`config.mk`:
```
export PLATFORM = sky130hd
export DESIGN_NAME = usb_dma_arbiter_flat
export DESIGN_NICKNAME = d
export VERILOG_FILES = /design/src/rtl/usb_dma_arbiter_pkg.sv /design/src/rtl/usb_dma_arbiter_if.sv /design/src/rtl/usb_dma_arbiter_starve_counter.sv /design/src/rtl/usb_dma_arbiter.sv /design/src/flat_wrapper.sv
export SDC_FILE = /design/constraint.sdc
export NUM_CORES = 1
export LEC_CHECK = 0
export CORE_MARGIN = 2
export CORE_UTILIZATION = 32
export DETAILED_ROUTE_END_ITERATION = 8
export GPL_ROUTABILITY_DRIVEN = 0
export PLACE_DENSITY_LB_ADDON = 0.2
export SLEW_MARGIN = 10
export SYNTH_ARGS = -nofsm -noshare
export SYNTH_HDL_FRONTEND = slang
export SYNTH_SLANG_ARGS = --single-unit
```
`constraint.sdc`:
```
create_clock -name clk -period 3.17 [get_ports clk]
set_clock_uncertainty 0.2 [all_clocks]
set_input_delay 0.4755 -clock clk [delete_from_list [all_inputs] [get_ports clk]]
set_output_delay 0.4755 -clock clk [all_outputs]
set_load 0.03 [all_outputs]
```
`src/rtl/usb_dma_arbiter_pkg.sv`:
```
// Shared definitions for the USB DMA / CPU memory arbiter: state encoding,
// bus width, IO window position and write strobe constants.
package usb_dma_arbiter_pkg;

    localparam int L = 16;

    typedef enum logic [1:0] {
        ST_IDLE = 2'd0,
        ST_DMA  = 2'd1,
        ST_ACK  = 2'd2
    } arb_state_t;

    // DMA transfers are word-wide, so the byte-lane bit of its address is dropped
    localparam logic [L-1:0] WORD_MASK = ~L'(1);

    localparam logic [1:0] WR_NONE = 2'b00;
    localparam logic [1:0] WR_BOTH = 2'b11;

endpackage

```
`src/rtl/usb_dma_arbiter_if.sv`:
```
// Bundles the CPU, USB DMA and memory-side signals around the arbiter.
// slave is the arbiter's view; master is the surrounding system's view.
interface usb_dma_arbiter_if;
    import usb_dma_arbiter_pkg::*;

    logic [L-1:0] cpu_addr;
    logic         cpu_r;
    logic [1:0]   cpu_w;
    logic [L-1:0] cpu_dout;
    logic         cpu_stall;

    logic [L-1:0] dma_addr;
    logic         dma_reqr;
    logic         dma_reqw;
    logic [L-1:0] dma_dout;
    logic [L-1:0] dma_din;
    logic         dma_ack;

    logic         mem_sel;
    logic [L-1:0] mem_addr;
    logic         mem_r;
    logic [1:0]   mem_w;
    logic [L-1:0] mem_wdata;
    logic [L-1:0] mem_rdata;

    modport slave (
        input  cpu_addr, cpu_r, cpu_w, cpu_dout,
        input  dma_addr, dma_reqr, dma_reqw, dma_dout,
        input  mem_rdata,
        output cpu_stall, dma_din, dma_ack,
        output mem_sel, mem_addr, mem_r, mem_w, mem_wdata
    );

    modport master (
        output cpu_addr, cpu_r, cpu_w, cpu_dout,
        output dma_addr, dma_reqr, dma_reqw, dma_dout,
        output mem_rdata,
        input  cpu_stall, dma_din, dma_ack,
        input  mem_sel, mem_addr, mem_r, mem_w, mem_wdata
    );

endinterface

```
`src/rtl/usb_dma_arbiter_starve_counter.sv`:
```
// Saturating count of cycles a pending DMA request has lost to a busy CPU.
// at_max tells the arbiter the CPU must now yield.
module dma_starve_counter #(
    parameter int MAXWAIT = 8
) (
    input  logic clk,
    input  logic reset,
    input  logic clear,
    input  logic inc,
    output logic at_max
);

    // A zero-wait configuration still needs a one-bit register to stay legal
    localparam int SW = (MAXWAIT > 0) ? $clog2(MAXWAIT + 1) : 1;

    logic [SW-1:0] count;

    assign at_max = (count == SW'(MAXWAIT));

    always_ff @(posedge clk or posedge reset) begin
        if (reset) begin
            count <= '0;
        end else if (clear) begin
            count <= '0;
        end else if (inc && !at_max) begin
            count <= count + 1'b1;
        end
    end

endmodule

```
`src/rtl/usb_dma_arbiter.sv`:
```
// Memory-side responder for the USB DMA port: shares one 16-bit memory with
// the CPU, serving each DMA request once and stalling the CPU only on starvation.
module usb_dma_arbiter
    import usb_dma_arbiter_pkg::*;
#(
    parameter int MAXWAIT = 8
) (
    input  logic               clk,
    input  logic               reset,
    usb_dma_arbiter_if.slave   bus
);

    arb_state_t   state;
    logic         ack_q;
    logic [L-1:0] din_q;

    logic io_win;
    logic cpu_busy;
    logic dma_req;
    logic at_max;
    logic starve_clear;
    logic starve_inc;

    // Addresses FFF8..FFFF belong to on-chip IO, never to shared memory
    assign io_win   = &bus.cpu_addr[L-1:3];
    assign cpu_busy = (bus.cpu_r | (|bus.cpu_w)) & ~io_win;
    assign dma_req  = bus.dma_reqr | bus.dma_reqw;

    assign starve_clear = (state == ST_DMA);
    assign starve_inc   = (state == ST_IDLE) && dma_req && cpu_busy;

    dma_starve_counter #(
        .MAXWAIT (MAXWAIT)
    ) u_starve (
        .clk    (clk),
        .reset  (reset),
        .clear  (starve_clear),
        .inc    (starve_inc),
        .at_max (at_max)
    );

    always_ff @(posedge clk or posedge reset) begin
        if (reset) begin
            state <= ST_IDLE;
            ack_q <= 1'b0;
            din_q <= '0;
        end else begin
            ack_q <= 1'b0;
            case (state)
                ST_IDLE: begin
                    if (dma_req && (!cpu_busy || at_max)) begin
                        state <= ST_DMA;
                    end
                end
                ST_DMA: begin
                    // A combined read+write request is served as a write only
                    if (bus.dma_reqr && !bus.dma_reqw) begin
                        din_q <= bus.mem_rdata;
                    end
                    ack_q <= 1'b1;
                    state <= ST_ACK;
                end
                ST_ACK: begin
                    state <= ST_IDLE;
                end
                default: begin
                    state <= ST_IDLE;
                end
            endcase
        end
    end

    assign bus.dma_ack = ack_q;
    assign bus.dma_din = din_q;

    always_comb begin
        bus.mem_sel   = ~io_win;
        bus.mem_addr  = bus.cpu_addr;
        bus.mem_r     = bus.cpu_r;
        bus.mem_w     = bus.cpu_w;
        bus.mem_wdata = bus.cpu_dout;
        bus.cpu_stall = 1'b0;
        if (state == ST_DMA) begin
            bus.mem_sel   = 1'b1;
            bus.mem_addr  = bus.dma_addr & WORD_MASK;
            bus.mem_r     = bus.dma_reqr & ~bus.dma_reqw;
            bus.mem_w     = bus.dma_reqw ? WR_BOTH : WR_NONE;
            bus.mem_wdata = bus.dma_dout;
            bus.cpu_stall = cpu_busy;
        end
        // Reset may cut a DMA write short; make sure nothing reaches memory
        if (reset) begin
            bus.mem_sel = 1'b0;
            bus.mem_r   = 1'b0;
            bus.mem_w   = WR_NONE;
        end
    end

endmodule

```
`src/flat_wrapper.sv`:
```
// flat-port wrapper written by rule: the top's interface ports become plain ports
module usb_dma_arbiter_flat import usb_dma_arbiter_pkg::*;
#(
    parameter int MAXWAIT = 8
)
  (clk, reset, bus_cpu_addr, bus_cpu_r, bus_cpu_w, bus_cpu_dout, bus_dma_addr, bus_dma_reqr, bus_dma_reqw, bus_dma_dout, bus_mem_rdata, bus_cpu_stall, bus_dma_din, bus_dma_ack, bus_mem_sel, bus_mem_addr, bus_mem_r, bus_mem_w, bus_mem_wdata);
  usb_dma_arbiter_if bus_i ();
  input  logic clk;
  input  logic reset;
  input wire logic [$bits(bus_i.cpu_addr)-1:0] bus_cpu_addr;
  input wire logic [$bits(bus_i.cpu_r)-1:0] bus_cpu_r;
  input wire logic [$bits(bus_i.cpu_w)-1:0] bus_cpu_w;
  input wire logic [$bits(bus_i.cpu_dout)-1:0] bus_cpu_dout;
  input wire logic [$bits(bus_i.dma_addr)-1:0] bus_dma_addr;
  input wire logic [$bits(bus_i.dma_reqr)-1:0] bus_dma_reqr;
  input wire logic [$bits(bus_i.dma_reqw)-1:0] bus_dma_reqw;
  input wire logic [$bits(bus_i.dma_dout)-1:0] bus_dma_dout;
  input wire logic [$bits(bus_i.mem_rdata)-1:0] bus_mem_rdata;
  output wire logic [$bits(bus_i.cpu_stall)-1:0] bus_cpu_stall;
  output wire logic [$bits(bus_i.dma_din)-1:0] bus_dma_din;
  output wire logic [$bits(bus_i.dma_ack)-1:0] bus_dma_ack;
  output wire logic [$bits(bus_i.mem_sel)-1:0] bus_mem_sel;
  output wire logic [$bits(bus_i.mem_addr)-1:0] bus_mem_addr;
  output wire logic [$bits(bus_i.mem_r)-1:0] bus_mem_r;
  output wire logic [$bits(bus_i.mem_w)-1:0] bus_mem_w;
  output wire logic [$bits(bus_i.mem_wdata)-1:0] bus_mem_wdata;
  assign bus_i.cpu_addr = bus_cpu_addr;
  assign bus_i.cpu_r = bus_cpu_r;
  assign bus_i.cpu_w = bus_cpu_w;
  assign bus_i.cpu_dout = bus_cpu_dout;
  assign bus_i.dma_addr = bus_dma_addr;
  assign bus_i.dma_reqr = bus_dma_reqr;
  assign bus_i.dma_reqw = bus_dma_reqw;
  assign bus_i.dma_dout = bus_dma_dout;
  assign bus_i.mem_rdata = bus_mem_rdata;
  assign bus_cpu_stall = bus_i.cpu_stall;
  assign bus_dma_din = bus_i.dma_din;
  assign bus_dma_ack = bus_i.dma_ack;
  assign bus_mem_sel = bus_i.mem_sel;
  assign bus_mem_addr = bus_i.mem_addr;
  assign bus_mem_r = bus_i.mem_r;
  assign bus_mem_w = bus_i.mem_w;
  assign bus_mem_wdata = bus_i.mem_wdata;
  usb_dma_arbiter #(.MAXWAIT(MAXWAIT)) u_core (.clk(clk), .reset(reset), .bus(bus_i));
endmodule
```
==> impl_metrics.yaml, run 1 <==
outcome:
  status: "finished, final reports clean"
power:
  internal_power_mw: 1.07
  powerDensity_mw_per_mm2: 638
  p_clk_share_pct: 9.9
  swShare_pct: 42.9
  max-vdd-ir-drop_uv: 275
  seqPwrFrac_pct: 26.7
  p_leak_nw: 1.37
  switchingPower_mw: 0.805
  p_comb_share_pct: 63.4
routing:
  dr_wl_met3_um: 372
  drt.antenna.violating_nets: 0
  drcViolationCount: 0
  top_layer: "met4"
  vias: 1750
  vias_per_cell: 4.61
  wl_per_cell_um: 13.0
  dr_wl_met2_um: 2720
  drt_iter0_markers: 45
  first_pass_iters: 4
  drt-total-wl_um: 4930
  wl_met1_um: 1830
floorplan:
  dieArea_mm2: 0.00506
  die_x_um: 71.1
  start_util_pct: 33.1
  placementRows: 24
  core-area_mm2: 0.00435
  io_pins: 141
  chipHeight_um: 71.1
global_route:
  grtUsageTotal_pct: 19.1
  grt_pass1_wl_um: 7940
  grt_max_degree: 40
  grt_pass1_vias: 1845
  antenna_found_initial: 0
  grt_overflow: 0
worst_setup_path:
  cp-end-kind: "primary output"
  crit_family: "buffers and inverters"
  start_kind: "input port"
  reg2reg_setup_slack_ns: 1.19
  path_cells: "clkdlybuf4s50_1 > nand4_1 > nor4_1 > buf_4 > a21oi_1 > clkdlybuf4s50_1"
  crit_type: "input port to primary output"
  crit_slowest_cell: "clkdlybuf4s50_1"
  rr_worst_depth: 5
  slowest_delay_ns: 0.63
  crit_top_cell: "clkdlybuf4s50_1"
  path_max_fanout: 5
  regToRegEndpoint: "u_core.bus.dma_din[2]"
  timing.rr.start: "u_core.state[1]"
  worstPathRequired_ns: 2.49
  critPathArrivalTime_ns: 2.26
  path_buf_inv: 3
place:
  placed_cell_area_mm2: 0.00289
  hpwlAfterDp_um: 3960
  port_buffers: 139
  post-place-ws_ns: 0.0167
logic_synthesis:
  yosys_register_bits: 23
  yosys-mux-area-fraction_pct: 12.5
  synthSimpleGateAreaFrac_pct: 35.1
  synth_area_mm2: 0.00144
  ys_seq_area_share_pct: 39.9
  synth_xor_area_share_pct: 0
  synth_top_family_by_area: "simple AND/OR/NAND/NOR gates"
  yosysUniqueCellTypes: 28
  synth_compound_area_share_pct: 6.50
  syn-num-nets: 278
  synth_adder_area_share_pct: 1.73
  syn_inst: 189
  yosys_warnings: 0
  synth_area_per_cell_um2: 7.63
cts:
  cts.sinks: 23
  cts_tree: "done"
  cts_buffers: 3
  cts_buffer_depth: 2
  clkTransAtPathRegs_ns: 0.08
  htreeDepth: 1
  worstSkewPairLatency_ns: 0.26
  cts_root_buffer: "clkbuf_8"
  ctsHoldBuffers: 0
timing:
  fmax_ghz: 0.340
  rsz0062_at_grt: "no"
  worst_pin_slew_ns: 0.898
  fin_crit_ns: 2.94
  relSlewSlack_pct: 40.1
  setup_viol_count_final: 0
  setup_slack_ns: 0.231
  fin_setup_tns_ns: 0
  fin_hold_ws_ns: 0.291
  slew_violations: 0
  finalCritPeriodShare_pct: 92.7
  finalHoldViolCount: 0
job:
  cap_violations: 0
hold_path:
  hold_depth: 1
  hold_class: "flip-flop to flip-flop"
  min-delay-start: "u_core.state[0]"
  min_to: "u_core.state[0]"
cells_and_area:
  diodes: 0
  final_nets: 418
  fin_util_pct: 67.6
  drive_gt1_share_pct: 10.7
  area_growth_pct: 104
  finish.instance_area_mm2: 0.00294
[power groups by stage]
stage | clock (mW) | combinational (mW) | sequential, mW
after floorplan | 0 | 0.452 | 0.715
after global placement | 0 | 1.19 | 0.496
after detailed placement | 0 | 1.20 | 0.509
after CTS | 0.189 | 1.20 | 0.502
after global routing | 0.197 | 1.27 | 0.521
final | 0.185 | 1.19 | 0.501
[per-stage QoR]
stage	std cells	total power, mW
after global routing	380	1.99
after CTS	380	1.90
final	380	1.88
after floorplan	189	1.17
after global placement	376	1.68
after detailed placement	376	1.71
[cells in the mapped netlist]
cell type / instances / area (um2)
clkbuf_1: 6 / 22.5
nor2_1: 2 / 7.51
nand3_1: 5 / 25.0
nand4_1: 2 / 12.5
nand2_1: 98 / 368
buf_2: 1 / 5.00
or4_1: 1 / 7.51
mux2_2: 16 / 180
o21ba_2: 1 / 10.0
nor3b_4: 1 / 18.8
a21oi_1: 7 / 35.0
o21bai_1: 1 / 7.51
and3_2: 2 / 15.0
and2_1: 1 / 6.26
inv_1: 5 / 18.8
o21ai_0: 3 / 15.0
and3_1: 1 / 6.26
or3_1: 2 / 12.5
a41o_2: 1 / 11.3
buf_1: 2 / 7.51
dfrtp_1: 23 / 576
nand3b_1: 1 / 7.51
a311oi_1: 1 / 8.76
a31oi_1: 1 / 6.26
nor4_1: 1 / 6.26
ha_1: 2 / 25.0
buf_4: 1 / 7.51
nand2b_4: 1 / 13.8
[cell type report]
class                   count  area (um2)
clock buffers               3        41.3
clock inverters             1        5.00
fillers                   378        1410
inverters                   5        18.8
multi-input cells         151         806
flip-flops and latches     23         576
well taps                  52        65.1
repair buffers            145        1430
[state kept, by name (all words and copies together), names as in the netlist]
register,flops
u_core.bus.dma_din,16
u_core.bus.dma_ack,1
u_core.state,2
u_core.u_starve.count,4
[per-layer routing]
layer / global-route usage, % / up-vias
met2: 37.3 / 73
met3: 5.13 / 2
met4: 4.19 / 0
met1: 20.2 / 786
met5: 0 / -
li1: - / 889
[worst max-delay path by stage]
stage          slack, ns        startpoint             to  cells past startpoint
5_1_grt             0.16  bus_cpu_addr[13]    bus_mem_sel                      6
6_report            0.23  bus_cpu_addr[13]    bus_mem_sel                      6
2_1_floorplan       0.95   u_core.state[1]      bus_mem_r                      5
3_3_place_gp        0.01  bus_cpu_addr[13]  bus_cpu_stall                      5
4_1_cts             0.02  bus_cpu_addr[13]  bus_cpu_stall                      5
3_5_place_dp        0.02  bus_cpu_addr[13]  bus_cpu_stall                      5
[kinds of logic (layout without fill, tap and decap cells)]
group / after synthesis / after routing
simple gates: 118 / 118
flops: 23 / 23
mux: 16 / 16
compound gates: 15 / 15
buf+inv: 15 / 154
fa+ha+maj: 2 / 2
[cell usage in the layout, fill, tap and decap left out, types with 2 or more instances in the layout]
| cell type | Yosys | final |
|---|---|---|
| clkdlybuf4s50_1 | 0 | 135 |
| nand2_1 | 98 | 98 |
| dfrtp_1 | 23 | 23 |
| mux2_2 | 16 | 16 |
| buf_4 | 1 | 9 |
| a21oi_1 | 7 | 7 |
| inv_1 | 5 | 5 |
| nand3_1 | 5 | 5 |
| o21ai_0 | 3 | 3 |
| clkbuf_8 | 0 | 3 |
| nor2_1 | 2 | 2 |
| nand4_1 | 2 | 2 |
| or3_1 | 2 | 2 |
| and3_2 | 2 | 2 |
| ha_1 | 2 | 2 |
[repair_timing]
action                     4_1_cts  5_1_grt
resized for setup                0        1
buffers inserted                 0        0
hold endpoints to repair         0        0
setup endpoints to repair        0        1
No activity file was read; power rests on OpenSTA's default activity.
==> run 2: changes to the inputs <==
Settings changed: ABC_CLOCK_PERIOD_IN_PS set to 3170.
==> results of run 2 <==
Same layout as run 1: the final DEF is identical, and so are final timing and power.
==> run 3: changes to the inputs <==
Settings changed: MAX_ROUTING_LAYER set to met4.
==> impl_metrics.yaml, run 3 (synthesis results as in run 1) <==
power:
  max-vdd-ir-drop_uv: 274
  powerDensity_mw_per_mm2: 638
  p_leak_nw: 1.37
global_route:
  use_met3_pct: 3.56
  grtUsageTotal_pct: 19.7
  grt-busiest-layer: "met2"
  grt_max_degree: 40
  grt_overflow: 0
  grt_pass1_wl_um: 7950
  grt_pass1_vias: 1844
  grt_use_met1_pct: 21.2
  grt_use_met2_pct: 37.3
  antenna_found_initial: 0
routing:
  vias: 1751
  vias_per_cell: 4.61
  first_pass_iters: 4
  drt_iter0_markers: 52
  drcViolationCount: 0
  wl_per_cell_um: 13.0
  drt-total-wl_um: 4930
  drt.antenna.violating_nets: 0
cells_and_area:
  drive_gt1_share_pct: 10.7
  final_nets: 418
  area_growth_pct: 104
  final_cell_mix: "clkdlybuf4s50_1 (135), nand2_1 (98), dfrtp_1 (23), mux2_2 (16), buf_4 (9)"
  largest_register_ffs: 16
  final_cells: 380
  diodes: 0
  fill_cells: 378
  finish.instance_area_mm2: 0.00294
  layout_commonest_cell: "clkdlybuf4s50_1"
hold_path:
  hold_depth: 1
  hold_class: "flip-flop to flip-flop"
  min-delay-start: "u_core.state[0]"
  min_to: "u_core.state[0]"
worst_setup_path:
  timing.rr.start: "u_core.state[1]"
  start_kind: "input port"
  cp-end-kind: "primary output"
  crit_slowest_cell: "clkdlybuf4s50_1"
  regToRegEndpoint: "u_core.bus.dma_din[2]"
  reg2reg_setup_slack_ns: 1.19
  crit_type: "input port to primary output"
  path_max_fanout: 5
  setup.worst_path.start: "bus_cpu_addr[13]"
  rr_worst_depth: 5
  path_cells: "clkdlybuf4s50_1 > nand4_1 > nor4_1 > buf_4 > a21oi_1 > clkdlybuf4s50_1"
  slowest_delay_ns: 0.63
  crit_top_cell: "clkdlybuf4s50_1"
  critPathArrivalTime_ns: 2.26
  worstPathRequired_ns: 2.49
timing:
  finalHoldViolCount: 0
  fmax_ghz: 0.340
  slew_violations: 0
  fin_crit_ns: 2.94
  finalCritPeriodShare_pct: 92.7
  setup_viol_count_final: 0
  worst_pin_slew_ns: 0.896
  rsz0062_at_grt: "no"
  fin_hold_ws_ns: 0.291
  fin_setup_tns_ns: 0
  relSlewSlack_pct: 40.2
cts:
  cts_buffers: 3
  cts_tree: "done"
  clkTransAtPathRegs_ns: 0.08
  cts_root_buffer: "clkbuf_8"
  cts.sinks: 23
  ctsHoldBuffers: 0
  htreeDepth: 1
  worstSkewPairLatency_ns: 0.26
  cts_buffer_depth: 2
place:
  hpwlAfterDp_um: 3960
  dp_cells: 376
  placed_cell_area_mm2: 0.00289
  port_buffers: 139
floorplan:
  chipHeight_um: 71.1
  dieArea_mm2: 0.00506
  placementRows: 24
  start_util_pct: 33.1
  die_x_um: 71.1
  core-area_mm2: 0.00435
  io_pins: 141
outcome:
  status: "finished, final reports clean"
job:
  cap_violations: 0
## run 3: area by class of cell
class                      instances  area, um2  share of cell area, %
multi-input combinational        151        806                   27.4
inverter                           5       18.8                  0.638
clock buffer                       3       41.3                   1.40
tap                               52       65.1                   2.21
sequential                        23        576                   19.6
clock inverter                     1       5.00                  0.170
timing repair buffer             145       1430                   48.6
## run 3: how the worst max path moves through the flow
stage          slack [ns]       endpoint
6_report             0.23    bus_mem_sel
5_1_grt              0.16    bus_mem_sel
4_1_cts              0.02  bus_cpu_stall
3_5_place_dp         0.02  bus_cpu_stall
3_3_place_gp         0.01  bus_cpu_stall
2_1_floorplan        0.95      bus_mem_r
## run 3: power by group
group	total (mW)	internal, mW	switching (mW)
Clock	0.185	0.0878	0.0973
Combinational	1.19	0.558	0.634
Sequential	0.501	0.427	0.0742
## run 3: critical path, delay by kind of cell
family          cells  cell delay [ns]
buf+inv             3             1.30
compound gates      1             0.06
simple gates        2             0.43
## run 3: per-stage QoR
stage | util (%) | setup WS [ns] | power [mW]
floorplan | - | 0.946 | 1.17
global route | 67.6 | 0.164 | 1.99
finish | 67.6 | 0.232 | 1.88
global placement | 66.5 | 0.0128 | 1.68
detailed placement | 66.5 | 0.0167 | 1.71
CTS | 67.5 | 0.0153 | 1.90
## run 3: timing repair
| action | CTS | global route |
|---|---|---|
| buffers inserted | 0 | 0 |
| resized for setup | 0 | 1 |
| setup endpoints to repair | 0 | 1 |
## run 3: layer usage
metal	part of all wire, %	up-vias
met5	0	-
met4	0.51	0
met3	6.4	4
met2	55	79
met1	38	779
li1	-	889
